**config.mk**
```make
export PLATFORM = sky130hd
export DESIGN_NAME = axil_default_slave
export DESIGN_NICKNAME = d
export VERILOG_FILES = /design/src/rtl/axil_pkg.sv /design/src/rtl/axil_sat_counter.sv /design/src/rtl/axil_default_slave.sv
export SDC_FILE = /design/constraint.sdc
export NUM_CORES = 1
export LEC_CHECK = 0
export BUFFER_PORTS_ARGS = -buffer_cell sky130_fd_sc_hd__buf_4
export CORE_MARGIN = 2
export CORE_UTILIZATION = 42
export DETAILED_ROUTE_END_ITERATION = 16
export GPL_ROUTABILITY_DRIVEN = 0
export GPL_TIMING_DRIVEN = 1
export PLACE_DENSITY = 0.76
export SYNTH_ARGS = -nofsm -noshare
export SYNTH_HDL_FRONTEND = slang
export SYNTH_SLANG_ARGS = --single-unit
```
**constraint.sdc**
```tcl
create_clock -name aclk -period 1.6 [get_ports aclk]
set_input_delay 0.16 -clock aclk [delete_from_list [all_inputs] [get_ports aclk]]
set_output_delay 0.16 -clock aclk [all_outputs]
set_load 0.02 [all_outputs]
```
**src/rtl/axil_pkg.sv**
```systemverilog
// Shared response codes and FSM state types for the AXI-Lite
// default (decode-error) slave.
package axil_pkg;

  localparam logic [1:0] RESP_OKAY   = 2'b00;
  localparam logic [1:0] RESP_EXOKAY = 2'b01;
  localparam logic [1:0] RESP_SLVERR = 2'b10;
  localparam logic [1:0] RESP_DECERR = 2'b11;

  typedef enum logic {
    W_IDLE,
    W_RESP
  } wr_state_t;

  typedef enum logic [1:0] {
    R_IDLE,
    R_ACK,
    R_RESP
  } rd_state_t;

endpackage

```
**src/rtl/axil_sat_counter.sv**
```systemverilog
// Up-counter that sticks at all-ones instead of wrapping.
module axil_sat_counter #(
  parameter int WIDTH = 16
) (
  input  logic             aclk,
  input  logic             aresetn,
  input  logic             inc,
  output logic [WIDTH-1:0] cnt
);

  always_ff @(posedge aclk) begin
    if (!aresetn) begin
      cnt <= '0;
    end else if (inc && !(&cnt)) begin
      cnt <= cnt + 1'b1;
    end
  end

endmodule

```
**src/rtl/axil_default_slave.sv**
```systemverilog
// Default slave: terminates unmapped AXI-Lite accesses with an error
// response and keeps debug counters / last-error address.
module axil_default_slave
  import axil_pkg::*;
#(
  parameter int                        AXI_DATA_WIDTH = 32,
  parameter int                        AXI_ADDR_WIDTH = 32,
  parameter logic [1:0]                RESP_CODE      = RESP_DECERR,
  parameter logic [AXI_DATA_WIDTH-1:0] RDATA_FILL     = '0,
  parameter int                        CNT_WIDTH      = 16
) (
  input  logic                      aclk,
  input  logic                      aresetn,
  input  logic                      slv_invalid_wr,
  input  logic                      slv_invalid_rd,
  input  logic [AXI_ADDR_WIDTH-1:0] s_axil_awaddr,
  input  logic                      s_axil_awvalid,
  output logic                      s_axil_awready,
  input  logic                      s_axil_wvalid,
  output logic                      s_axil_wready,
  output logic [1:0]                s_axil_bresp,
  output logic                      s_axil_bvalid,
  input  logic                      s_axil_bready,
  input  logic [AXI_ADDR_WIDTH-1:0] s_axil_araddr,
  input  logic                      s_axil_arvalid,
  output logic                      s_axil_arready,
  output logic [AXI_DATA_WIDTH-1:0] s_axil_rdata,
  output logic [1:0]                s_axil_rresp,
  output logic                      s_axil_rvalid,
  input  logic                      s_axil_rready,
  output logic [CNT_WIDTH-1:0]      err_wr_cnt,
  output logic [CNT_WIDTH-1:0]      err_rd_cnt,
  output logic [AXI_ADDR_WIDTH-1:0] last_err_addr,
  output logic                      last_err_wr,
  output logic                      err_irq
);

  wr_state_t wr_state_q, wr_state_d;
  logic aw_done_q, aw_done_d;
  logic w_done_q, w_done_d;
  logic awready_q, awready_d;
  logic wready_q, wready_d;
  logic bvalid_q, bvalid_d;
  logic [1:0] bresp_q, bresp_d;

  rd_state_t rd_state_q, rd_state_d;
  logic arready_q, arready_d;
  logic rvalid_q, rvalid_d;
  logic [AXI_DATA_WIDTH-1:0] rdata_q, rdata_d;
  logic [1:0] rresp_q, rresp_d;

  logic [AXI_ADDR_WIDTH-1:0] last_addr_q, last_addr_d;
  logic last_wr_q, last_wr_d;
  logic irq_q, irq_d;

  logic aw_hs, w_hs, b_hs, ar_acc, r_hs;

  assign aw_hs  = awready_q && s_axil_awvalid;
  assign w_hs   = wready_q && s_axil_wvalid;
  assign b_hs   = bvalid_q && s_axil_bready;
  assign ar_acc = (rd_state_q == R_ACK);
  assign r_hs   = rvalid_q && s_axil_rready;

  always_comb begin
    wr_state_d = wr_state_q;
    aw_done_d  = aw_done_q;
    w_done_d   = w_done_q;
    awready_d  = 1'b0;
    wready_d   = 1'b0;
    bvalid_d   = bvalid_q;
    bresp_d    = bresp_q;
    unique case (wr_state_q)
      W_IDLE: begin
        awready_d = s_axil_awvalid && slv_invalid_wr
                    && !aw_done_q && !awready_q;
        wready_d  = s_axil_wvalid && slv_invalid_wr
                    && !w_done_q && !wready_q;
        if (aw_hs) aw_done_d = 1'b1;
        if (w_hs)  w_done_d  = 1'b1;
        if (aw_done_q && w_done_q) begin
          wr_state_d = W_RESP;
          bvalid_d   = 1'b1;
          bresp_d    = RESP_CODE;
        end
      end
      W_RESP: begin
        if (b_hs) begin
          wr_state_d = W_IDLE;
          bvalid_d   = 1'b0;
          bresp_d    = RESP_OKAY;
          aw_done_d  = 1'b0;
          w_done_d   = 1'b0;
        end
      end
    endcase
  end

  // R_ACK assumes arvalid is held, so acceptance is unconditional there
  always_comb begin
    rd_state_d = rd_state_q;
    arready_d  = 1'b0;
    rvalid_d   = rvalid_q;
    rdata_d    = rdata_q;
    rresp_d    = rresp_q;
    unique case (rd_state_q)
      R_IDLE: begin
        if (s_axil_arvalid && slv_invalid_rd) begin
          arready_d  = 1'b1;
          rd_state_d = R_ACK;
        end
      end
      R_ACK: begin
        rvalid_d   = 1'b1;
        rdata_d    = RDATA_FILL;
        rresp_d    = RESP_CODE;
        rd_state_d = R_RESP;
      end
      R_RESP: begin
        if (r_hs) begin
          rvalid_d   = 1'b0;
          rdata_d    = '0;
          rresp_d    = RESP_OKAY;
          rd_state_d = R_IDLE;
        end
      end
      default: rd_state_d = R_IDLE;
    endcase
  end

  // Write acceptance wins a same-edge tie with a read
  always_comb begin
    last_addr_d = last_addr_q;
    last_wr_d   = last_wr_q;
    if (aw_hs) begin
      last_addr_d = s_axil_awaddr;
      last_wr_d   = 1'b1;
    end else if (ar_acc) begin
      last_addr_d = s_axil_araddr;
      last_wr_d   = 1'b0;
    end
    irq_d = aw_hs || ar_acc;
  end

  always_ff @(posedge aclk) begin
    if (!aresetn) begin
      wr_state_q  <= W_IDLE;
      aw_done_q   <= 1'b0;
      w_done_q    <= 1'b0;
      awready_q   <= 1'b0;
      wready_q    <= 1'b0;
      bvalid_q    <= 1'b0;
      bresp_q     <= RESP_OKAY;
      rd_state_q  <= R_IDLE;
      arready_q   <= 1'b0;
      rvalid_q    <= 1'b0;
      rdata_q     <= '0;
      rresp_q     <= RESP_OKAY;
      last_addr_q <= '0;
      last_wr_q   <= 1'b0;
      irq_q       <= 1'b0;
    end else begin
      wr_state_q  <= wr_state_d;
      aw_done_q   <= aw_done_d;
      w_done_q    <= w_done_d;
      awready_q   <= awready_d;
      wready_q    <= wready_d;
      bvalid_q    <= bvalid_d;
      bresp_q     <= bresp_d;
      rd_state_q  <= rd_state_d;
      arready_q   <= arready_d;
      rvalid_q    <= rvalid_d;
      rdata_q     <= rdata_d;
      rresp_q     <= rresp_d;
      last_addr_q <= last_addr_d;
      last_wr_q   <= last_wr_d;
      irq_q       <= irq_d;
    end
  end

  axil_sat_counter #(
    .WIDTH (CNT_WIDTH)
  ) u_wr_cnt (
    .aclk    (aclk),
    .aresetn (aresetn),
    .inc     (b_hs),
    .cnt     (err_wr_cnt)
  );

  axil_sat_counter #(
    .WIDTH (CNT_WIDTH)
  ) u_rd_cnt (
    .aclk    (aclk),
    .aresetn (aresetn),
    .inc     (r_hs),
    .cnt     (err_rd_cnt)
  );

  assign s_axil_awready = awready_q;
  assign s_axil_wready  = wready_q;
  assign s_axil_bvalid  = bvalid_q;
  assign s_axil_bresp   = bresp_q;
  assign s_axil_arready = arready_q;
  assign s_axil_rvalid  = rvalid_q;
  assign s_axil_rdata   = rdata_q;
  assign s_axil_rresp   = rresp_q;
  assign last_err_addr  = last_addr_q;
  assign last_err_wr    = last_wr_q;
  assign err_irq        = irq_q;

endmodule

```
==> metrics.txt <==
R2R depth=6; Fmax achieved=621 MHz; Die Y=98.9 um; Clock Skews=0.0140 ns; Sequential Area=1570 sq um; CP Data Required Time=1.81 ns; initial core utilization=0.434; Unique masters post-synth=48; met3 WL=759 um; most common cell in the netlist=dfxtp_1; RSZ-0062 raised after global routing=true; Critical Path Start=u_rd_cnt.cnt[15]; antenna violations before repair=0; Iteration-0 DRC Markers=175; Metal-1 WL=4.25 mm; I/O pins=180; hold crit path type=in2reg; outcome=complete, but fails checks; IO Port Bufs=147; first-pass GRT wire length=16.8 mm; Post-Syn Instances=458; placed cells=714; Post-synth EDFFs=0; Yosys top cell area share=0.402; Hold Path Depth=3; clock sinks=76; critical path, cell by cell=nand4_1 -> o41ai_4 -> buf_4 -> buf_6 -> nor4_2 -> mux2i_1; synth warn=0; met2 wire len=5.48 mm; ys async rst share=0; Final Hold Viols=0; highest net fanout along the worst path=5; Filler Cells Inserted=747; Mapped Area=3790 sq um; H-tree depth=3; signal arrival time at the worst endpoint=1.82 ns; clock period minus worst slack=1.61 ns; clk_lat worst skew=0.34 ns; crit-path max cell delay=0.42 ns; vias in the first global route=3631; top_reg_cell synth=dfxtp_1; GRT overflow=0; n_diodes=0; max-cap viol count=0; Seq/Total Area, Yosys=0.402; CTS Root Cell=clkbuf_8; Chip Width=98.9 um; RR Endpoint=u_rd_cnt.cnt[14]; Setup-failing EPs final=4; Setup TNS Final=-0.0315 ns; area leader, netlist=dfxtp_1; slowest CP cell=o41ai_4; Top Layer Used=met4; Placement Setup Slack=0.000452 ns; drt wl/cell=14.6 um; P&R area growth vs syn=42.0%; hold_sp=s_axil_araddr[20]; share of cells above drive strength 1=0.389; Routed Antenna Nets=0; Synth top cells by count=dfxtp_1, nand2_1, nor2_1, nand3_1, buf_4; Pleak=2.31 nW; Global Route Usage Sum=0.205; routed via count=3943; Row Count=34; Max Slew Vio Count=0; nets=694; footprint of the multi-input gates=2010 sq um; vias per cell=5.39; Hold WS=0.0900 ns; worst vdd ir=411 uV; Final period util=1.01; Detailed Routing Iterations Pass 1=4; CP Launch Type=flip-flop; Clock transition at path regs=0.08 ns; Die Area=9790 sq um; Worst Slack Setup Final=-0.00958 ns; CTS tree=done; Setup CP Type=reg2reg; Core ar.=8720 sq um; Num CTS Buffers=9; Pwr Density=842 nW/um^2; Avg Inst Size Synth=8.27 sq um; Post-DP HPWL=7.82 mm; CP endpoint kind=flip-flop; DRC viols=0; RR Startpoint=u_rd_cnt.cnt[15]; largest net degree at the start of global routing=41; register bit total from synthesis=76; r2r setup slk=-0.01 ns; synth top area cells=dfxtp_1, a311oi_1, buf_4; failing checks=negative setup slack; WL final=10.7 mm; Clock Path Buffers=2; Min-Delay Endpoint=last_err_addr[20]; fin cells=732
## worst max-delay path: cells and delay by family (launching register included)
family	cells	cell delay, ns
AND/OR/NAND/NOR	2	0.28
AO/OA/AOI/OAI	1	0.42
multiplexers	1	0.11
flip-flops	1	0.36
buffers and inverters	2	0.32
## cells in the final DEF (no fill, tap or decap), drive strengths merged
cell / Yosys / layout
xor2: 2 / 2
nor4b: 2 / 2
nor4: 7 / 7
inv: 5 / 5
a31oi: 1 / 1
nand2b: 5 / 5
o211ai: 1 / 1
o21bai: 1 / 1
buf: 45 / 183
o311a: 1 / 1
and3: 4 / 4
ha: 2 / 2
clkbuf: 19 / 13
a21oi: 26 / 26
nor2: 48 / 48
nand3b: 1 / 1
nand2: 60 / 60
nand3: 43 / 43
o41ai: 3 / 3
o311ai: 2 / 2
o211a: 1 / 1
o2111ai: 1 / 1
or2: 1 / 1
bufinv: 0 / 3
o21ai: 12 / 12
a311oi: 32 / 32
dfxtp: 76 / 76
or3b: 1 / 1
nor3: 5 / 5
and4: 3 / 3
conb: 1 / 32
or3: 11 / 11
nand4: 13 / 13
o31ai: 7 / 7
mux2i: 5 / 5
and2: 2 / 2
or4: 9 / 9
## layer usage
layer / global-route usage / up-vias
li1: - / 1927
met1: 0.244 / 1820
met2: 0.358 / 177
met3: 0.0418 / 19
met4: 0.0896 / 0
met5: 0 / -
## sequential cells by signal, indices dropped and copies added (netlist names), 2 cells and up
signal	count
last_err_addr	32
u_rd_cnt.cnt	16
u_wr_cnt.cnt	16
rd_state_q	2
## through the flow
stage               utilization  total power [mW]  instance area, sq um
CTS                       0.613              4.58                  5350
floorplan                     -              2.46                  3960
finish                    0.616              4.53                  5380
global placement          0.580              2.70                  5060
detailed placement        0.580              2.71                  5060
global route              0.616              4.73                  5380
## final cells by class
class / instances / share of cell area
clock inverter: 3 / 0.0168
timing repair buffer: 183 / 0.258
inverter: 5 / 0.00349
tap: 108 / 0.0251
multi-input combinational: 344 / 0.374
clock buffer: 13 / 0.0316
sequential: 76 / 0.291
## cells by family after synthesis
logic type,synth area share
buffers and inverters,0.112
flip-flops,0.402
AND/OR/NAND/NOR,0.288
AO/OA/AOI/OAI,0.173
other,0.000990
multiplexers,0.0132
adder cells (fa/ha/maj),0.00661
XOR/XNOR,0.00463
## worst max path at each step
stage	slack, ns	end
6_report	-0.01	u_rd_cnt.cnt[14]
5_1_grt	-0.08	u_rd_cnt.cnt[14]
4_1_cts	0.001	u_rd_cnt.cnt[9]
3_5_place_dp	0.0005	u_rd_cnt.cnt[11]
3_3_place_gp	0.03	u_rd_cnt.cnt[13]
2_1_floorplan	-0.04	u_rd_cnt.cnt[1]
## timing repair
item,4_1_cts,5_1_grt
pin swaps,3,4
hold buffers,0,0
cloned,1,0
gates resized for setup,4,7
setup buffers,1,1
endpoints found under the setup margin,5,16
## where the power goes
group	internal, mW	switching, mW	leakage (nW)
Clock	1.18	0.682	0.129
Combinational	0.293	0.383	1.55
Sequential	1.95	0.0399	0.632
Note: power is estimated with default switching activity, not from simulation.
